==> config.mk <==
export PLATFORM = sky130hd
export DESIGN_NAME = gate_lane_arbiter_flat
export DESIGN_NICKNAME = d
export VERILOG_FILES = /design/src/rtl/gate_pkg.sv /design/src/rtl/gate_lane_arbiter_if.sv /design/src/rtl/gate_lane_arbiter_timer.sv /design/src/rtl/gate_lane_arbiter.sv /design/src/flat_wrapper.sv
export SDC_FILE = /design/constraint.sdc
export NUM_CORES = 1
export LEC_CHECK = 0
export ABC_CLOCK_PERIOD_IN_PS = 2000
export CAP_MARGIN = 20
export CORE_MARGIN = 3
export CORE_UTILIZATION = 50
export DETAILED_ROUTE_END_ITERATION = 10
export GPL_TIMING_DRIVEN = 1
export PLACE_DENSITY = 0.78
export SYNTH_ARGS = -nofsm -noshare
export SYNTH_HDL_FRONTEND = slang
export SYNTH_SLANG_ARGS = --single-unit
==> constraint.sdc <==
create_clock -name clk_2 -period 2 [get_ports clk_2]
set_input_delay 0.3 -clock clk_2 [delete_from_list [all_inputs] [get_ports clk_2]]
set_output_delay 0.3 -clock clk_2 [all_outputs]
set_load 0.01 [all_outputs]
==> src/rtl/gate_pkg.sv <==
// Shared types and default sizing for the parking-lot ramp arbiter.
package gate_pkg;

  localparam int unsigned CAPACITY_DEF    = 10;
  localparam int unsigned CNT_W_DEF       = 5;
  localparam int unsigned TIMEOUT_CYC_DEF = 16;

  typedef enum logic [1:0] {
    IDLE     = 2'd0,
    OPEN_IN  = 2'd1,
    OPEN_OUT = 2'd2
  } gate_state_e;

  typedef enum logic {
    SIDE_IN  = 1'b0,
    SIDE_OUT = 1'b1
  } side_e;

endpackage

==> src/rtl/gate_lane_arbiter_if.sv <==
// Sensor/actuator bundle between the gate hardware and the ramp arbiter.
interface gate_lane_if
  import gate_pkg::*;
#(
  parameter int unsigned CNT_W = CNT_W_DEF
);
  logic             req_in;
  logic             req_out;
  logic             pass_in;
  logic             pass_out;
  logic             open_in;
  logic             open_out;
  logic [CNT_W-1:0] count;
  logic             full;
  logic             empty;
  logic             timeout;

  modport master (
    output req_in, req_out, pass_in, pass_out,
    input  open_in, open_out, count, full, empty, timeout
  );

  modport slave (
    input  req_in, req_out, pass_in, pass_out,
    output open_in, open_out, count, full, empty, timeout
  );
endinterface

==> src/rtl/gate_lane_arbiter_timer.sv <==
// Open-gate watchdog: counts cycles while a gate is open, flags expiry.
module gate_timer
  import gate_pkg::*;
#(
  parameter int unsigned TIMEOUT_CYC = TIMEOUT_CYC_DEF
) (
  input  logic clk_2,
  input  logic reset_n,
  input  logic clr,
  input  logic en,
  output logic expire_c
);
  localparam int unsigned TMR_W = (TIMEOUT_CYC > 2) ? $clog2(TIMEOUT_CYC) : 1;

  logic [TMR_W-1:0] cnt_q;

  always_ff @(posedge clk_2 or negedge reset_n) begin
    if (!reset_n) begin
      cnt_q <= '0;
    end else if (clr || expire_c) begin
      cnt_q <= '0;
    end else if (en) begin
      cnt_q <= cnt_q + TMR_W'(1);
    end
  end

  // Fires on the TIMEOUT_CYC-th edge after the gate opened.
  assign expire_c = en && !clr && (cnt_q == TMR_W'(TIMEOUT_CYC - 1));
endmodule

==> src/rtl/gate_lane_arbiter.sv <==
// Round-robin owner of the shared one-lane ramp; opens gates and tracks occupancy.
module gate_lane_arbiter
  import gate_pkg::*;
#(
  parameter int unsigned CAPACITY    = CAPACITY_DEF,
  parameter int unsigned CNT_W       = CNT_W_DEF,
  parameter int unsigned TIMEOUT_CYC = TIMEOUT_CYC_DEF
) (
  input  logic        clk_2,
  input  logic        reset_n,
  gate_lane_if.slave  bus
);
  gate_state_e      state_q, state_d;
  side_e            ptr_q, ptr_d;
  logic [CNT_W-1:0] count_q, count_d;
  logic             timeout_q, timeout_d;
  logic             req_in_q, req_out_q;
  logic             full_c, empty_c, elig_in_c, elig_out_c, expire_c;

  assign full_c     = (count_q == CNT_W'(CAPACITY));
  assign empty_c    = (count_q == '0);
  // Requests are registered, so a grant lands one edge after the request is sampled.
  assign elig_in_c  = req_in_q && !full_c;
  assign elig_out_c = req_out_q && !empty_c;

  gate_timer #(.TIMEOUT_CYC(TIMEOUT_CYC)) u_timer (
    .clk_2    (clk_2),
    .reset_n  (reset_n),
    .clr      (state_q == IDLE),
    .en       (state_q != IDLE),
    .expire_c (expire_c)
  );

  always_ff @(posedge clk_2 or negedge reset_n) begin
    if (!reset_n) begin
      state_q   <= IDLE;
      ptr_q     <= SIDE_IN;
      count_q   <= '0;
      timeout_q <= 1'b0;
      req_in_q  <= 1'b0;
      req_out_q <= 1'b0;
    end else begin
      state_q   <= state_d;
      ptr_q     <= ptr_d;
      count_q   <= count_d;
      timeout_q <= timeout_d;
      req_in_q  <= bus.req_in;
      req_out_q <= bus.req_out;
    end
  end

  // Exit priority while open: pass, then request drop, then timer expiry.
  always_comb begin
    state_d   = state_q;
    ptr_d     = ptr_q;
    count_d   = count_q;
    timeout_d = 1'b0;
    case (state_q)
      IDLE: begin
        if (elig_in_c && (!elig_out_c || ptr_q == SIDE_IN)) begin
          state_d = OPEN_IN;
          ptr_d   = SIDE_OUT;
        end else if (elig_out_c) begin
          state_d = OPEN_OUT;
          ptr_d   = SIDE_IN;
        end
      end
      OPEN_IN: begin
        if (bus.pass_in) begin
          state_d = IDLE;
          count_d = count_q + CNT_W'(1);
        end else if (!bus.req_in) begin
          state_d = IDLE;
        end else if (expire_c) begin
          state_d   = IDLE;
          timeout_d = 1'b1;
        end
      end
      OPEN_OUT: begin
        if (bus.pass_out) begin
          state_d = IDLE;
          count_d = count_q - CNT_W'(1);
        end else if (!bus.req_out) begin
          state_d = IDLE;
        end else if (expire_c) begin
          state_d   = IDLE;
          timeout_d = 1'b1;
        end
      end
      default: state_d = IDLE;
    endcase
  end

  always_comb begin
    bus.open_in  = (state_q == OPEN_IN);
    bus.open_out = (state_q == OPEN_OUT);
    bus.count    = count_q;
    bus.full     = full_c;
    bus.empty    = empty_c;
    bus.timeout  = timeout_q;
  end
endmodule

==> src/flat_wrapper.sv <==
// flat-port wrapper written by rule: the top's interface ports become plain ports
module gate_lane_arbiter_flat import gate_pkg::*;
#(
  parameter int unsigned CAPACITY    = CAPACITY_DEF,
  parameter int unsigned CNT_W       = CNT_W_DEF,
  parameter int unsigned TIMEOUT_CYC = TIMEOUT_CYC_DEF
)
  (clk_2, reset_n, bus_req_in, bus_req_out, bus_pass_in, bus_pass_out, bus_open_in, bus_open_out, bus_count, bus_full, bus_empty, bus_timeout);
  gate_lane_if #(.CNT_W(CNT_W)) bus_i ();
  input  logic clk_2;
  input  logic reset_n;
  input wire logic [$bits(bus_i.req_in)-1:0] bus_req_in;
  input wire logic [$bits(bus_i.req_out)-1:0] bus_req_out;
  input wire logic [$bits(bus_i.pass_in)-1:0] bus_pass_in;
  input wire logic [$bits(bus_i.pass_out)-1:0] bus_pass_out;
  output wire logic [$bits(bus_i.open_in)-1:0] bus_open_in;
  output wire logic [$bits(bus_i.open_out)-1:0] bus_open_out;
  output wire logic [$bits(bus_i.count)-1:0] bus_count;
  output wire logic [$bits(bus_i.full)-1:0] bus_full;
  output wire logic [$bits(bus_i.empty)-1:0] bus_empty;
  output wire logic [$bits(bus_i.timeout)-1:0] bus_timeout;
  assign bus_i.req_in = bus_req_in;
  assign bus_i.req_out = bus_req_out;
  assign bus_i.pass_in = bus_pass_in;
  assign bus_i.pass_out = bus_pass_out;
  assign bus_open_in = bus_i.open_in;
  assign bus_open_out = bus_i.open_out;
  assign bus_count = bus_i.count;
  assign bus_full = bus_i.full;
  assign bus_empty = bus_i.empty;
  assign bus_timeout = bus_i.timeout;
  gate_lane_arbiter #(.CAPACITY(CAPACITY), .CNT_W(CNT_W), .TIMEOUT_CYC(TIMEOUT_CYC)) u_core (.clk_2(clk_2), .reset_n(reset_n), .bus(bus_i));
endmodule
Word level (Yosys, flattened, before mapping)
Index checks and enable logic that the tools add are counted.

storage, ports and cells
  bits in registers = 15
  input port bits = 6
  output and inout bits = 10
  word-level logic and storage cells = 58

operators by class
  add/subtract/negate cells = 3
  eq/ne operators = 7
  mux-type cells = 21
  bitwise operators = 1
  reduce and logical (&&, ||, !) cells = 19

operators with widths
  operator               number
  $mux W2                7
  $mux W5                2
  $pmux W5 S2            1
  $mux W4                2
  $reduce_bool A2 Y1     4
  $mux W1                7
  $pmux W2 S3            1
  $add A5 B1 Y5 const B  1
  $eq A5 B4 Y1 const B   1
  $logic_and A1 B1 Y1    5
  $logic_not A5 Y1       1
  $sub A5 B1 Y5 const B  1
  $add A4 B1 Y4 const B  1
  $eq A4 B4 Y1 const B   1
  $logic_not A1 Y1       4
  $ne A2 B2 Y1 const B   2
  $ne A3 B1 Y1 const B   1
  $reduce_and A3 Y1      1
  $eq A2 B1 Y1 const B   1
  $eq A2 B2 Y1 const B   1
  $logic_not A2 Y1       1
  $logic_or A1 B1 Y1     2
  $pmux W1 S2            1
  $reduce_and A2 Y1      1
  $not A1 Y1             1

Depth between registers and ports, before layout
Gate-level depths: netlist of run 1.

  depth in word-level cells = 8
  mapped depth = 7
  mapped depth without buffers = 7

Cells and area by module
A second synthesis of run 1 with hierarchy kept.

unflattened totals
  cells, all modules = 85
  area total of the unflattened synthesis = 908.4 um^2

modules (own cells, without submodules)
  module             instances  cells each  area each (um^2)  sequential area each (um^2)
  gate_lane_arbiter  1          67          706.9             275.3
  gate_timer         1          18          201.4             100.1

Worst setup path after synthesis of run 1
OpenSTA, ideal clock, no wires.

  kind = reg-to-reg
  from = register u_core.state_q[0]
  to = register u_core.count_q[4], in the netlist u_core.bus.count[4]
  setup time = 0.079 ns
  arrival time = 1.691 ns
  required time = 1.921 ns
  path slack = 0.229 ns
  cell stages (with the launch flop) = 8
  path buffers = 0
  clock period less this slack = 1.771 ns
  cells stage by stage = dfrtp_1 > inv_1 > ha_1 > ha_1 > a21oi_1 > nand4_1 > a21oi_1 > xor2_1

between the ends
  cells in the longest elaborated chain, start to end = 3
  elaborated cells on any way between the ends = 7
  classes of those cells = 4 x eq/ne; 1 x mux; 2 x reduce/logical

RTL lines
  what                                                                 line                     text
  start, declared                                                      gate_lane_arbiter.sv:13  gate_state_e state_q, state_d;
  start signal, assigned                                               gate_lane_arbiter.sv:43  state_q <= state_d;
  $eq A2 B2 Y1 *                                                       --
  named net bus_open_out                                               flat_wrapper.sv:17       output wire logic [$bits(bus_i.open_out)-1:0] bus_open_out;
  $ne A2 B2 Y1 (no line) / $reduce_bool A2 Y1 (equally long branches)  --
  $reduce_and A3 Y1 (no line)                                          --
  end signal, assigned                                                 gate_lane_arbiter.sv:45  count_q <= count_d;
  end, declared                                                        gate_lane_arbiter.sv:15  logic [CNT_W-1:0] count_q, count_d;

Mark *: on every way through the listed nets, which the timed path passes. The rest lies on a longest branch.
A chain may end at the register's enable or synchronous reset.

Worst setup path after layout of run 1
  from = register u_core.state_q[0]
  to = output port bus_open_out

between the ends
  cells in the longest elaborated chain, start to end = 1

RTL lines
  what           line                     text
  $eq A2 B2 Y1   gate_lane_arbiter.sv:96  bus.open_out = (state_q == OPEN_OUT);
  end, declared  flat_wrapper.sv:17

Every way passes these cells.

==> run_results.csv, run 1 <==
group,metric,value,unit
floorplan,num_rows,14,
detailed_routing,antenna_left,0,
global_routing,grt_pass1_vias,728,
global_routing,antenna_found_initial,0,
critical_path,slowest_delay,0.57,ns
placement,post-dp-hpwl,1355,um
clock_tree,clock_path_buffers,2,
synthesis,synth_cell_types,35,
sta,tightest_slew,0.6643,ns
floorplan,die_w,48.27,um
floorplan,initial_core_util,56.04,%
clock_tree,cts_buffers,3,
critical_path,path_buf_inv,2,
layout,num_antenna_cells,0,
critical_path,crit_path_end_kind,"primary output",
global_routing,grt_max_degree,16,
floorplan,core,1594,um2
clock_tree,cts_sinks,15,
synthesis,syn_avg_cell_area,10.51,um2
layout,final_common_cell,"dfrtp_1",
critical_path,cp_slowest_cell,"clkdlybuf4s50_1",
sta,setup-violations-final,0,
global_routing,grtUsageTotal,19.56,%
layout,area_delta_synth_final,25.77,%
critical_path,crit_required,1.70,ns
floorplan,ioPinCount,16,
critical_path,endpoint,"bus_open_out",
placement,gp_congestion,0.7342,
clock_tree,tritoncts,"done",
pwr,p_per_area,1477,nW/um2
critical_path,critPathLaunchType,"register",
clock_tree,htreeDepth,1,
synthesis,synth-seq-cells,15,
sta,fin_crit_sh,96.47,%
clock_tree,insertion_delay,0.28,ns
clock_tree,post_cts_buffers,0,
sta,final_max_slew_viol_count,0,
pwr,leakagePower,0.0005180,uW
critical_path,r2r.worst_path.cells,7,
critical_path,path_depth,3,
synthesis,synth_edf_count,0,
min_path,worstHoldPathType,"input port to async pin",
synthesis,synth_cells,85,
synthesis,synthArstFlopShare,100.0,%
status,outcome,"completed",
synthesis,syn_nets,100,
detailed_routing,firstDrtPassIters,4,
job,max_cap_viol_count,0,
sta,fin_setup_tns,0,ns
synthesis,ys.flop_type,"dfrtp_1",
detailed_routing,first_iter_violations,10,
global_routing,overflow,0,
placement,portBuffers,15,
floorplan,dieArea,2330,um2
critical_path,rr_endpoint,"u_core.bus.count[4]",
critical_path,cp.arrival,1.63,ns
synthesis,synth_area,893.4,um2
layout,num-nets-final,122,
global_routing,grt_pass1_wl,3118,um
clock_tree,clk_pin_slew,0.09,ns
layout,drive_gt1_share,13.21,%
layout,stdcell_count,130,
critical_path,cp_max_fo,8,
sta,timing.fmax,518.3,MHz
critical_path,startpoint,"u_core.state_q[0]",
sta,hold_violations,0,
critical_path,critPathKind,"register to primary output",
detailed_routing,via_per_inst,5.392,
detailed_routing,wl_per_cell,13.65,um
synthesis,ys_seq_area_share,42.02,%
layout,fin_area,1124,um2
placement,dp.cells,126,
floorplan,die_y,48.27,um
pwr,vdd_drop_max,1030,uV
synthesis,ys_warn_count,0,
sta,period_needed,1.929,ns
sta,skew,0.001922,ns
critical_path,cp_cell_sequence,"inv_1, ha_2, clkdlybuf4s50_1",
layout,final_cell_mix,"15 x dfrtp_1, 13 x clkdlybuf4s50_1, 7 x ha_1, 5 x nand2_1, 5 x inv_1",
sta,rsz0062_at_grt,"false",
critical_path,reg2reg_from,"u_core.state_q[0]",
detailed_routing,vias,701,
clock_tree,cts-root-buf,"clkbuf_4",
sta,max_slew_margin,55.57,%
critical_path,path_delay_family,"buffers and inverters",
detailed_routing,drc,0,
detailed_routing,drt_wl_total,1775,um
placement,placed_area,1092,um2
critical_path,regToRegSetupSlack,0.22,ns
## layer usage
metal,GRT usage (%),part of all wire [%],vias up
met3,2.214,2.9,4
met1,24.43,44,322
met2,31.77,51,19
met5,0,0,-
li1,-,-,356
met4,12.37,1.9,0
## flip-flops by register name (all words and copies together), names as in the netlist
register and flops:
u_core.req_in_q 1, u_core.req_out_q 1, u_core.bus.count 5, u_core.state_q 2
u_core.ptr_q 1, u_core.u_timer.cnt_q 4, u_core.bus.timeout 1
## worst reg2reg max path, stage by stage (launching register included)
cell	delay, ns
dfrtp_1	0.40
inv_1	0.09
ha_2	0.28
ha_1	0.30
a21oi_1	0.19
nand4_1	0.12
a21oi_1	0.16
xor2_1	0.17
## through the flow
step | worst slack [ns] | total power (uW) | utilization, % | hold slack, ns
finish | 0.07057 | 1659 | 70.49 | 0.4176
global route | 0.01013 | 1829 | 70.49 | 0.4709
CTS | 0.06247 | 1677 | 70.49 | 0.4380
detailed placement | 0.1551 | 1489 | 68.52 | 0.4899
global placement | 0.1746 | 1465 | 68.52 | 0.4803
floorplan | 0.2294 | 1145 | - | 0.004409
## where the power goes
group          internal [uW]  switching (uW)
logic                    496             456
registers                410             126
clock network           77.5            94.5
total                    983             676
## Yosys cell counts, types with 2 or more instances
master | n | area, um2
nor2_1 | 4 | 15.01
xor2_1 | 2 | 17.52
xnor2_1 | 3 | 26.28
a21oi_1 | 3 | 15.01
inv_1 | 5 | 18.77
nand3_1 | 4 | 20.02
nand2b_1 | 3 | 18.77
nand4b_1 | 3 | 26.28
nor3_1 | 2 | 10.01
o21ai_0 | 2 | 10.01
nand2_1 | 5 | 18.77
dfrtp_1 | 15 | 375.4
ha_1 | 8 | 100.1
o211ai_1 | 2 | 15.01
a21o_1 | 4 | 30.03
## cells by family (layout without fill, tap and decap cells)
logic type	count (synthesis)	after routing	synth area share, %
multiplexers	1	1	1.260
adder cells (fa/ha/maj)	9	9	13.45
AND/OR/NAND/NOR	29	29	18.91
XOR/XNOR	5	5	4.903
AO/OA/AOI/OAI	20	20	16.95
buffers and inverters	6	27	2.521
flip-flops	15	15	42.02
## timing repair
item,in CTS,in global routing
hold buffers,0,0
resized for setup,4,0
endpoints found under the setup margin,3,0
## worst min path at each step
stage               slack, ns                      end                    start
floorplan               0.004      u_core.bus.count[0]                  reset_n
global placement         0.48  u_core.u_timer.cnt_q[3]  u_core.u_timer.cnt_q[3]
detailed placement       0.49  u_core.u_timer.cnt_q[0]  u_core.u_timer.cnt_q[0]
CTS                      0.44        u_core.state_q[1]                  reset_n
global route             0.47  u_core.u_timer.cnt_q[2]                  reset_n
finish                   0.42          u_core.req_in_q                  reset_n
## area by class of cell
class	count	area [um2]
Tap cell	24	30.03
Clock buffer	4	26.28
Sequential cell	15	375.4
Multi-Input combinational cell	64	503.0
Inverter	5	18.77
Timing Repair Buffer	18	170.2
Fill cell	107	470.5
Note: power is estimated with default switching activity, not from simulation.
==> run 2: changes to the inputs <==
- ABC_CLOCK_PERIOD_IN_PS: 2000 -> 2100
- clock period: 2 -> 2.1 ns (I/O delays scaled with it)
==> run_results.csv, run 2 (same netlist as run 1, synthesis figures left out) <==
group,metric,value,unit
sta,tightest_slew,0.6596,ns
sta,final_max_slew_viol_count,0,
pwr,power_frac_comb,56.7,%
pwr,p_seq_share,32.8,%
clock_tree,htreeDepth,1,
sta,fin_crit_sh,94.78,%
critical_path,reg2reg_from,"u_core.state_q[0]",
sta,fin_setup_tns,0,ns
clock_tree,tritoncts,"done",
layout,final_common_cell,"dfrtp_1",
pwr,p_sw_share,41.68,%
pwr,switching_power,666.4,uW
pwr,leakagePower,0.0005110,uW
critical_path,regToRegSetupSlack,0.27,ns
critical_path,cp_slowest_cell,"clkdlybuf4s50_1",
detailed_routing,via_per_inst,5.698,
critical_path,critPathKind,"register to primary output",
layout,area_delta_synth_final,24.37,%
pwr,power_frac_clock,10.5,%
sta,timing.fmax,502.4,MHz
detailed_routing,drc,0,
sta,rsz0062_at_grt,"false",
layout,drive_gt1_share,11.43,%
pwr,p_per_area,1439,nW/um2
critical_path,cp_max_fo,8,
floorplan,dieArea,2330,um2
critical_path,crit_required,1.78,ns
critical_path,path_delay_family,"buffers and inverters",
placement,post-dp-hpwl,1395,um
min_path,worstHoldPathType,"input port to async pin",
sta,hold_violations,0,
detailed_routing,first_iter_violations,29,
sta,max_slew_margin,55.89,%
layout,fin_area,1111,um2
layout,stdcell_count,129,
floorplan,initial_core_util,56.04,%
clock_tree,insertion_delay,0.28,ns
placement,placed_area,1085,um2
detailed_routing,wl_per_cell,14.47,um
placement,dp.cells,125,
pwr,cell_internal_pwr,932.3,uW
critical_path,critPathLaunchType,"register",
layout,num_antenna_cells,0,
critical_path,slowest_delay,0.57,ns
sta,skew,0.01268,ns
global_routing,grtUsageTotal,18.46,%
detailed_routing,antenna_left,0,
global_routing,antenna_found_initial,0,
critical_path,rr_endpoint,"u_core.bus.count[4]",
clock_tree,cts_sinks,15,
critical_path,path_buf_inv,2,
global_routing,overflow,0,
floorplan,die_w,48.27,um
sta,period_needed,1.990,ns
clock_tree,clk_pin_slew,0.10,ns
placement,portBuffers,15,
floorplan,num_rows,14,
pwr,vdd_drop_max,1147,uV
status,outcome,"completed",
floorplan,die_y,48.27,um
layout,num-nets-final,121,
global_routing,grt_pass1_vias,699,
clock_tree,hold_buffers,0,
clock_tree,cts-root-buf,"clkbuf_4",
critical_path,r2r.worst_path.cells,7,
detailed_routing,firstDrtPassIters,4,
critical_path,crit_path_end_kind,"primary output",
sta,setup-violations-final,0,
detailed_routing,vias,735,
detailed_routing,drt_wl_total,1867,um
global_routing,grt_pass1_wl,3001,um
layout,final_cell_mix,"15 x dfrtp_1, 13 x clkdlybuf4s50_1, 7 x ha_1, 5 x nand2_1, 5 x inv_1",
floorplan,ioPinCount,16,
clock_tree,cts_buffers,3,
critical_path,cp.arrival,1.68,ns
job,max_cap_viol_count,0,
layout,largest_register_ffs,5,
placement,gp_congestion,0.7508,
floorplan,core,1594,um2
clock_tree,clock_path_buffers,2,
critical_path,cp_cell_sequence,"inv_1, ha_2, clkdlybuf4s50_1",
global_routing,grt_max_degree,16,
-- run 2: cell count changes in the layout (fill, tap and decap cells not counted) --
cell    previous run  this run
buf_4              3         2
nor3_2             1         0
nor3_1             1         2
-- run 2: how the worst max path moves through the flow --
| stage | slack, ns | to | cells after the start | startpoint |
|---|---|---|---|---|
| after floorplan | 0.33 | u_core.bus.count[4] | 7 | u_core.state_q[0] |
| after global placement | 0.18 | bus_empty | 3 | u_core.bus.count[4] |
| after detailed placement | 0.14 | bus_empty | 3 | u_core.bus.count[4] |
| after CTS | 0.02 | bus_open_out | 3 | u_core.state_q[0] |
| after global routing | 0.03 | bus_open_out | 3 | u_core.state_q[0] |
| final | 0.11 | bus_open_out | 3 | u_core.state_q[0] |
-- run 2: per-layer routing --
metal  global-route usage (%)  wire length [um]  vias up
li1                         -                 -      357
met1                    25.85               870      354
met2                    28.91               891       22
met3                    2.583                84        2
met4                    6.452                21        0
met5                        0                 0        -
-- run 2: what timing repair did --
action,4_1_cts,5_1_grt
gates cloned,0,0
endpoints found under the setup margin,2,2
hold endpoints to repair,0,0
resized for setup,2,1
setup buffers,0,0
-- run 2: power by group through the flow --
| stage | logic, uW | registers [uW] | clock network, uW |
|---|---|---|---|
| after floorplan | 561 | 529 | 0 |
| after global placement | 882 | 523 | 0 |
| after detailed placement | 902 | 526 | 0 |
| after CTS | 906 | 522 | 165 |
| after global routing | 1000 | 545 | 179 |
| final | 906 | 525 | 168 |
-- run 2: cell type report --
class                           count  area [um2]
Multi-Input combinational cell     64       498.0
Fill cell                         123       483.0
Sequential cell                    15       375.4
Timing Repair Buffer               17       162.7
Tap cell                           24       30.03
Clock buffer                        4       26.28
Inverter                            5       18.77
-- run 2: metrics by stage --
step / utilization, % / setup slack, ns / hold slack, ns / total power [uW]
after floorplan: - / 0.3294 / 0.01941 / 1090
after global placement: 68.05 / 0.1776 / 0.4816 / 1405
after detailed placement: 68.05 / 0.1404 / 0.4853 / 1428
after CTS: 69.54 / 0.02498 / 0.4599 / 1593
after global routing: 69.70 / 0.03068 / 0.4866 / 1727
final: 69.70 / 0.1097 / 0.4257 / 1599
-- run 2: worst reg2reg max path, cell delays in order (launching register included) --
cell and delay, ns:
dfrtp_1 0.44, inv_1 0.11, ha_2 0.28, ha_1 0.30
a21oi_1 0.19, nand4_1 0.13, a21oi_1 0.16, xor2_1 0.16
